--- config.mk ---
export PLATFORM = sky130hd
export DESIGN_NAME = mem_bist_ctrl
export DESIGN_NICKNAME = d
export VERILOG_FILES = /design/src/rtl/mem_pkg.sv /design/src/rtl/mem_bist_cmp.sv /design/src/rtl/mem_bist_ctrl.sv
export SDC_FILE = /design/constraint.sdc
export NUM_CORES = 1
export LEC_CHECK = 0
export BUFFER_PORTS_ARGS = -buffer_cell sky130_fd_sc_hd__buf_2
export CAP_MARGIN = 20
export CORE_MARGIN = 5
export CORE_UTILIZATION = 58
export DETAILED_ROUTE_END_ITERATION = 10
export GPL_ROUTABILITY_DRIVEN = 0
export HOLD_SLACK_MARGIN = 0.08
export PLACE_DENSITY = 0.82
export SYNTH_ARGS = -nofsm -noshare
export SYNTH_HDL_FRONTEND = slang
export SYNTH_HIERARCHICAL = 1
export SYNTH_SLANG_ARGS = --single-unit
export TNS_END_PERCENT = 5
--- constraint.sdc ---
create_clock -name clk -period 4.3 [get_ports clk]
set_input_delay 0.43 -clock clk [delete_from_list [all_inputs] [get_ports clk]]
set_output_delay 0.43 -clock clk [all_outputs]
set_load 0.05 [all_outputs]
--- src/rtl/mem_pkg.sv ---
// Shared definitions for the memory BIST controller: default geometry and
// the controller state encoding.
// Optional feature macro: MEM_BIST_ERRLOG_EN (mismatch counter and first
// failing address).
package mem_pkg;

    localparam int DEF_ADDR_W = 10;
    localparam int DEF_DATA_W = 8;
    localparam int DEF_DEPTH  = 1 << DEF_ADDR_W;

    typedef enum logic [2:0] {
        ST_IDLE  = 3'd0,
        ST_WRITE = 3'd1,
        ST_READ  = 3'd2,
        ST_DRAIN = 3'd3,
        ST_DONE  = 3'd4
    } bist_state_e;

endpackage

--- src/rtl/mem_bist_cmp.sv ---
// Read-data checker for the memory BIST controller. It holds the expected
// word and a valid bit for each read issued by the controller, then compares
// them against the RAM read data one cycle later. A sticky flag records any
// mismatch of the current run.
// With MEM_BIST_ERRLOG_EN defined it also counts mismatches and latches the
// address of the first failing word.
module mem_bist_cmp
    import mem_pkg::*;
#(
    parameter int ADDR_W = DEF_ADDR_W,
    parameter int DATA_W = DEF_DATA_W
) (
    input  logic              clk,
    input  logic              rst_n,
    input  logic              clear,        // start edge: forget the previous run
    input  logic              rd_valid,     // a read address is on the RAM bus this cycle
    input  logic [ADDR_W-1:0] rd_addr,
    input  logic [DATA_W-1:0] seed,
    input  logic [DATA_W-1:0] ram_dataout,
    output logic              fail_any      // mismatch seen so far, including this cycle
`ifdef MEM_BIST_ERRLOG_EN
    ,
    output logic [ADDR_W:0]   err_count,
    output logic [ADDR_W-1:0] first_err_addr
`endif
);

    logic              exp_vld;
    logic [DATA_W-1:0] exp_data;
    logic              mism_flag;
    logic              mism_now;

    // The RAM returns data for the address seen on the bus in the previous
    // cycle, so the comparison runs against the registered expectation.
    assign mism_now = exp_vld && (ram_dataout != exp_data);
    assign fail_any = mism_flag | mism_now;

    // Expected-data pipeline: one stage, aligned with the RAM read latency.
    always_ff @(posedge clk or negedge rst_n) begin
        if (!rst_n) begin
            exp_vld  <= 1'b0;
            exp_data <= '0;
        end else begin
            exp_vld  <= rd_valid;
            exp_data <= DATA_W'(rd_addr) ^ seed;
        end
    end

    // Sticky mismatch flag, cleared when a new run starts.
    always_ff @(posedge clk or negedge rst_n) begin
        if (!rst_n) begin
            mism_flag <= 1'b0;
        end else if (clear) begin
            mism_flag <= 1'b0;
        end else if (mism_now) begin
            mism_flag <= 1'b1;
        end
    end

`ifdef MEM_BIST_ERRLOG_EN
    logic [ADDR_W-1:0] exp_addr;

    // Address of the word held in the expectation stage.
    always_ff @(posedge clk or negedge rst_n) begin
        if (!rst_n) begin
            exp_addr <= '0;
        end else begin
            exp_addr <= rd_addr;
        end
    end

    // Error log: at most DEPTH mismatches per run, so the counter cannot wrap.
    always_ff @(posedge clk or negedge rst_n) begin
        if (!rst_n) begin
            err_count      <= '0;
            first_err_addr <= '0;
        end else if (clear) begin
            err_count      <= '0;
            first_err_addr <= '0;
        end else if (mism_now) begin
            err_count <= err_count + (ADDR_W+1)'(1);
            if (err_count == '0) begin
                first_err_addr <= exp_addr;
            end
        end
    end
`endif

endmodule

--- src/rtl/mem_bist_ctrl.sv ---
// Memory BIST controller: writes addr ^ seed to every word, reads every word
// back, and reports pass/fail through a one-cycle done pulse.
// Optional feature macro: MEM_BIST_ERRLOG_EN adds err_count and
// first_err_addr.
//
// Handshake: start is a request sampled only while the FSM is in IDLE; the
// edge that samples it raises busy, latches seed and clears pass. busy stays
// high until the cycle carrying the done pulse, and start is ignored while
// the run is in progress. done rises 2*DEPTH+2 cycles after the sampling
// edge, together with the updated pass (and error log).
module mem_bist_ctrl
    import mem_pkg::*;
#(
    parameter int ADDR_W = DEF_ADDR_W,
    parameter int DATA_W = DEF_DATA_W,
    parameter int DEPTH  = DEF_DEPTH
) (
    input  logic              clk,
    input  logic              rst_n,
    input  logic              start,
    input  logic [DATA_W-1:0] seed,
    output logic              busy,
    output logic              done,
    output logic              pass,
    output logic              ram_en,
    output logic [ADDR_W-1:0] ram_address,
    output logic [DATA_W-1:0] ram_datain,
    input  logic [DATA_W-1:0] ram_dataout,
    output bist_state_e       dbg_state
`ifdef MEM_BIST_ERRLOG_EN
    ,
    output logic [ADDR_W:0]   err_count,
    output logic [ADDR_W-1:0] first_err_addr
`endif
);

    localparam logic [ADDR_W-1:0] LAST_ADDR = ADDR_W'(DEPTH - 1);

    bist_state_e       state;
    logic [ADDR_W-1:0] addr;
    logic [DATA_W-1:0] seed_q;
    logic              rd_q;
    logic              run_start;
    logic              fail_any;

    assign run_start = (state == ST_IDLE) && start;
    assign dbg_state = state;

    // Controller FSM; every RAM-side output is registered from the current
    // state and address, so the bus lags the state register by one cycle.
    always_ff @(posedge clk or negedge rst_n) begin
        if (!rst_n) begin
            state       <= ST_IDLE;
            addr        <= '0;
            seed_q      <= '0;
            rd_q        <= 1'b0;
            busy        <= 1'b0;
            done        <= 1'b0;
            pass        <= 1'b0;
            ram_en      <= 1'b0;
            ram_address <= '0;
            ram_datain  <= '0;
        end else begin
            done <= 1'b0;
            case (state)
                ST_IDLE: begin
                    ram_en      <= 1'b0;
                    ram_address <= '0;
                    ram_datain  <= '0;
                    rd_q        <= 1'b0;
                    busy        <= 1'b0;
                    if (start) begin
                        state  <= ST_WRITE;
                        addr   <= '0;
                        seed_q <= seed;
                        pass   <= 1'b0;
                        busy   <= 1'b1;
                    end
                end
                ST_WRITE: begin
                    busy        <= 1'b1;
                    ram_en      <= 1'b1;
                    ram_address <= addr;
                    ram_datain  <= DATA_W'(addr) ^ seed_q;
                    rd_q        <= 1'b0;
                    if (addr == LAST_ADDR) begin
                        addr  <= '0;
                        state <= ST_READ;
                    end else begin
                        addr <= addr + ADDR_W'(1);
                    end
                end
                ST_READ: begin
                    busy        <= 1'b1;
                    ram_en      <= 1'b0;
                    ram_address <= addr;
                    ram_datain  <= '0;
                    rd_q        <= 1'b1;
                    if (addr == LAST_ADDR) begin
                        addr  <= '0;
                        state <= ST_DRAIN;
                    end else begin
                        addr <= addr + ADDR_W'(1);
                    end
                end
                ST_DRAIN: begin
                    // Let the last read come back from the RAM.
                    busy        <= 1'b1;
                    ram_en      <= 1'b0;
                    ram_address <= '0;
                    ram_datain  <= '0;
                    rd_q        <= 1'b0;
                    state       <= ST_DONE;
                end
                ST_DONE: begin
                    // fail_any already includes the final compare.
                    busy        <= 1'b0;
                    done        <= 1'b1;
                    pass        <= ~fail_any;
                    ram_en      <= 1'b0;
                    ram_address <= '0;
                    ram_datain  <= '0;
                    rd_q        <= 1'b0;
                    state       <= ST_IDLE;
                end
                default: begin
                    state <= ST_IDLE;
                end
            endcase
        end
    end

    mem_bist_cmp #(
        .ADDR_W (ADDR_W),
        .DATA_W (DATA_W)
    ) u_cmp (
        .clk            (clk),
        .rst_n          (rst_n),
        .clear          (run_start),
        .rd_valid       (rd_q),
        .rd_addr        (ram_address),
        .seed           (seed_q),
        .ram_dataout    (ram_dataout),
        .fail_any       (fail_any)
`ifdef MEM_BIST_ERRLOG_EN
        ,
        .err_count      (err_count),
        .first_err_addr (first_err_addr)
`endif
    );

endmodule

==> summary.md <==
| Metric | Value |
|---|---|
| Pleak | `between 1 and 1.5 nW` |
| Synth warn | `6` |
| Die width | `between 70 and 80 µm` |
| Share of layout cells above drive strength 1 | `0.254` |
| N_diodes | `0` |
| EDFF count, synth | `0` |
| Vias in the first global route | `1,738` |
| Hold crit path type | `in -> async` |
| Top cell type's share of synthesized area | `0.530` |
| Sum Neg Setup Slack | `0 ns` |
| FF-to-FF End | `seed_q[1]` |
| Worst r2r src | `dbg_state[0]` |
| DP HPWL | `3560 µm` |
| DRC viols | `0` |
| Antenna-violating nets left | `0` |
| Wire per inst | `around 16 µm` |
| Area delta synth->final | `11.6%` |
| Clk sinks | `54` |
| Ports | `44` |
| Outcome | `complete, no violations` |
| Slew at the pin closest to its max-slew limit | `slightly above 0.9 ns` |
| Die area | `roughly 0.0058 mm²` |
| Root Driver | `clkbuf_8` |
| Max VDD drop | `about 0.27 mV` |
| Critical path, cell by cell | `nor4b_4 > mux2_2` |
| Antenna violations before repair | `0` |
| Final Hold Violating Endpoints | `0` |
| Reg2Reg Depth | `2` |
| Max-cap violations | `0` |
| CTS tree | `yes` |
| Clock Latency Late Sink | `0.31 ns` |
| PortBufs | `43` |
| Setup Viol. Count Final | `0` |
| Post-Syn Area | `0.00255 mm²` |
| Critical Path RT | `4.51 ns` |
| Crit. End Element | `register` |
| Power Total | `between 0.0015 and 0.002 W` |
| Die height | `76.3 µm` |
| Layout Skew | `0.00684 ns` |
| Max Fclk | `between 400 and 500 MHz` |
| Total wire length | `5040 µm` |
| Cts bufs inserted | `5` |
| Longest Clk Path Bufs | `2` |
| Fin. max-slew vios | `0` |
| Total GRT Usage | `0.182` |
| Sequential cell area fraction in the yosys report | `0.530` |
| CP max stage cell | `nor4b_4` |
| Buf/Inv on CP | `0` |
| Critical path class | `reg -> reg` |
| Flop2flop setup slack | `2.23 ns` |
| PostCTS Resize Cnt | `0` |
| Setup Fix Bufs, Post-CTS | `0` |
| Post-Synthesis Cells | `227` |
| 1st-iter DRT viols | `158` |
| Startpoint Class | `register` |
| Synth unique cells | `40` |
| Biggest cell delay along the critical path | `0.93 ns` |
| Initial DRT Pass Iterations | `4` |
| Syn Nets | `roughly 250` |
| Rel. slew slack | `0.386` |
| Fraction of registers with async set/reset | `1.00` |
| Min Hold Slack | `~0.22 ns` |
| Row count | `24` |
| Core area | `0.00432 mm²` |
| Critical path arrival | `2.28 ns` |
| Final period utilization | `0.482` |
| GR Overflow Total | `0` |
| Most common cell after layout, fill and taps aside | `dfrtp_1` |
| Top post-synthesis cells by area | `dfrtp_1 53%, xor2_1 7.9%, nand2_1 3.5%, a32o_1 3.1%, a21oi_1 2.9%` |
| Vias | `1,763` |
| Layout Nets | `between 200 and 300` |
| Cell taking the most area after synthesis | `dfrtp_1` |
| Synth Register Bits | `between 50 and 60` |
| Synth Flop Type | `dfrtp_1` |
| RSZ-0062 raised after global routing | `false` |
| Power per cell area | `579 mW/mm²` |
| Largest net degree at the start of global routing | `55` |
| CP Max Fanout | `20` |
| Initial Util | `0.590` |
| Htree depth | `2` |
| CP delay by family, top | `simple AND/OR/NAND/NOR gates` |
| Synth Area per Inst | `between 10 and 15 µm²` |
| Count of hold-fix buffers inserted at cts | `0` |
| Commonest non-fill, non-tap cells in the layout | `54 x dfrtp_1, 43 x buf_2, 24 x nand2_1` |
| Final min period | `approximately 2.1 ns` |
| First-pass GRT wire length | `about 8600 µm` |
| Worst-path clk slew | `0.10 ns` |
| Vias per cell | `5.58` |
## worst register-to-register path: cells and delay by family (launching register included)
family | cells | cell delay (ns)
DFF | 1 | 0.64
muxes | 1 | 0.41
and+or+nand+nor | 1 | 0.93
## metal layers
metal | up-vias | wire length [µm] | GRT usage | share of wire
li1 | 854 | - | - | -
met5 | - | 0 | 0 | 0
met4 | 0 | 67 | 0.0612 | 0.013
met1 | 859 | 2200 | 0.250 | 0.44
met2 | 45 | 2500 | 0.285 | 0.50
met3 | 5 | 261 | 0.0426 | 0.052
## state kept, by name, summed over array words and instances (netlist names)
signal and cells:
ram_en 1, ram_address 10, pass 1, addr 10, dbg_state 3, seed_q 8
done 1, busy 1, rd_q 1, u_cmp/mism_flag 1, u_cmp/exp_data 8, u_cmp/exp_vld 1
ram_datain 8
## kinds of logic (layout without fill, tap and decap cells)
logic type,count (synthesis),count (layout),share of synthesized area
XOR/XNOR,31,31,0.106
adder cells (fa/ha/maj),1,1,0.00490
AO/OA/AOI/OAI,42,42,0.111
AND/OR/NAND/NOR,73,73,0.165
multiplexers,10,10,0.0456
flip-flops,54,54,0.530
buffers and inverters,16,53,0.0373
## per-stage QoR
| stage | worst slack, ns | std cells | util | area, µm² |
|---|---|---|---|---|
| finish | 2.23 | 316 | 0.658 | 2850 |
| global route | 2.11 | 316 | 0.658 | 2850 |
| floorplan | 2.53 | 227 | - | 2550 |
| detailed placement | 2.24 | 308 | 0.636 | 2750 |
| CTS | 2.23 | 316 | 0.658 | 2850 |
| global placement | 2.27 | 308 | 0.636 | 2750 |
## report_power, final
group          internal (W)  switching (W)  total [W]
logic              0.000222       0.000341   0.000563
registers          0.000645       0.000146   0.000791
clock network      0.000130       0.000164   0.000293
total              0.000996       0.000651    0.00165
## synthesized netlist by cell type (all sizes together) (3+ instances only)
cell type	number
and3	3
o21ai	11
a32o	8
buf	11
xor2	23
a21oi	17
nand2b	5
nand2	24
xnor2	8
mux2	10
nand3b	10
clkbuf	5
nand3	3
dfrtp	54
nor2	12
## worst max path at each step
stage | depth (start not counted) | slack, ns | end | startpoint
after CTS | 2 | 2.23 | seed_q[1] | dbg_state[0]
after global routing | 4 | 2.11 | pass | dbg_state[0]
after global placement | 2 | 2.27 | seed_q[1] | dbg_state[0]
after detailed placement | 2 | 2.24 | seed_q[1] | dbg_state[0]
final | 2 | 2.23 | seed_q[1] | dbg_state[0]
after floorplan | 4 | 2.53 | seed_q[3] | dbg_state[0]
## area by class of cell
type,instances,area (µm²)
Clock inverter,2,12.5
Tap cell,52,65.1
Timing Repair Buffer,45,230
Multi-Input combinational cell,157,1100
Sequential cell,54,1350
Fill cell,354,1480
Clock buffer,6,82.6
Note: power is estimated with default switching activity, not from simulation.
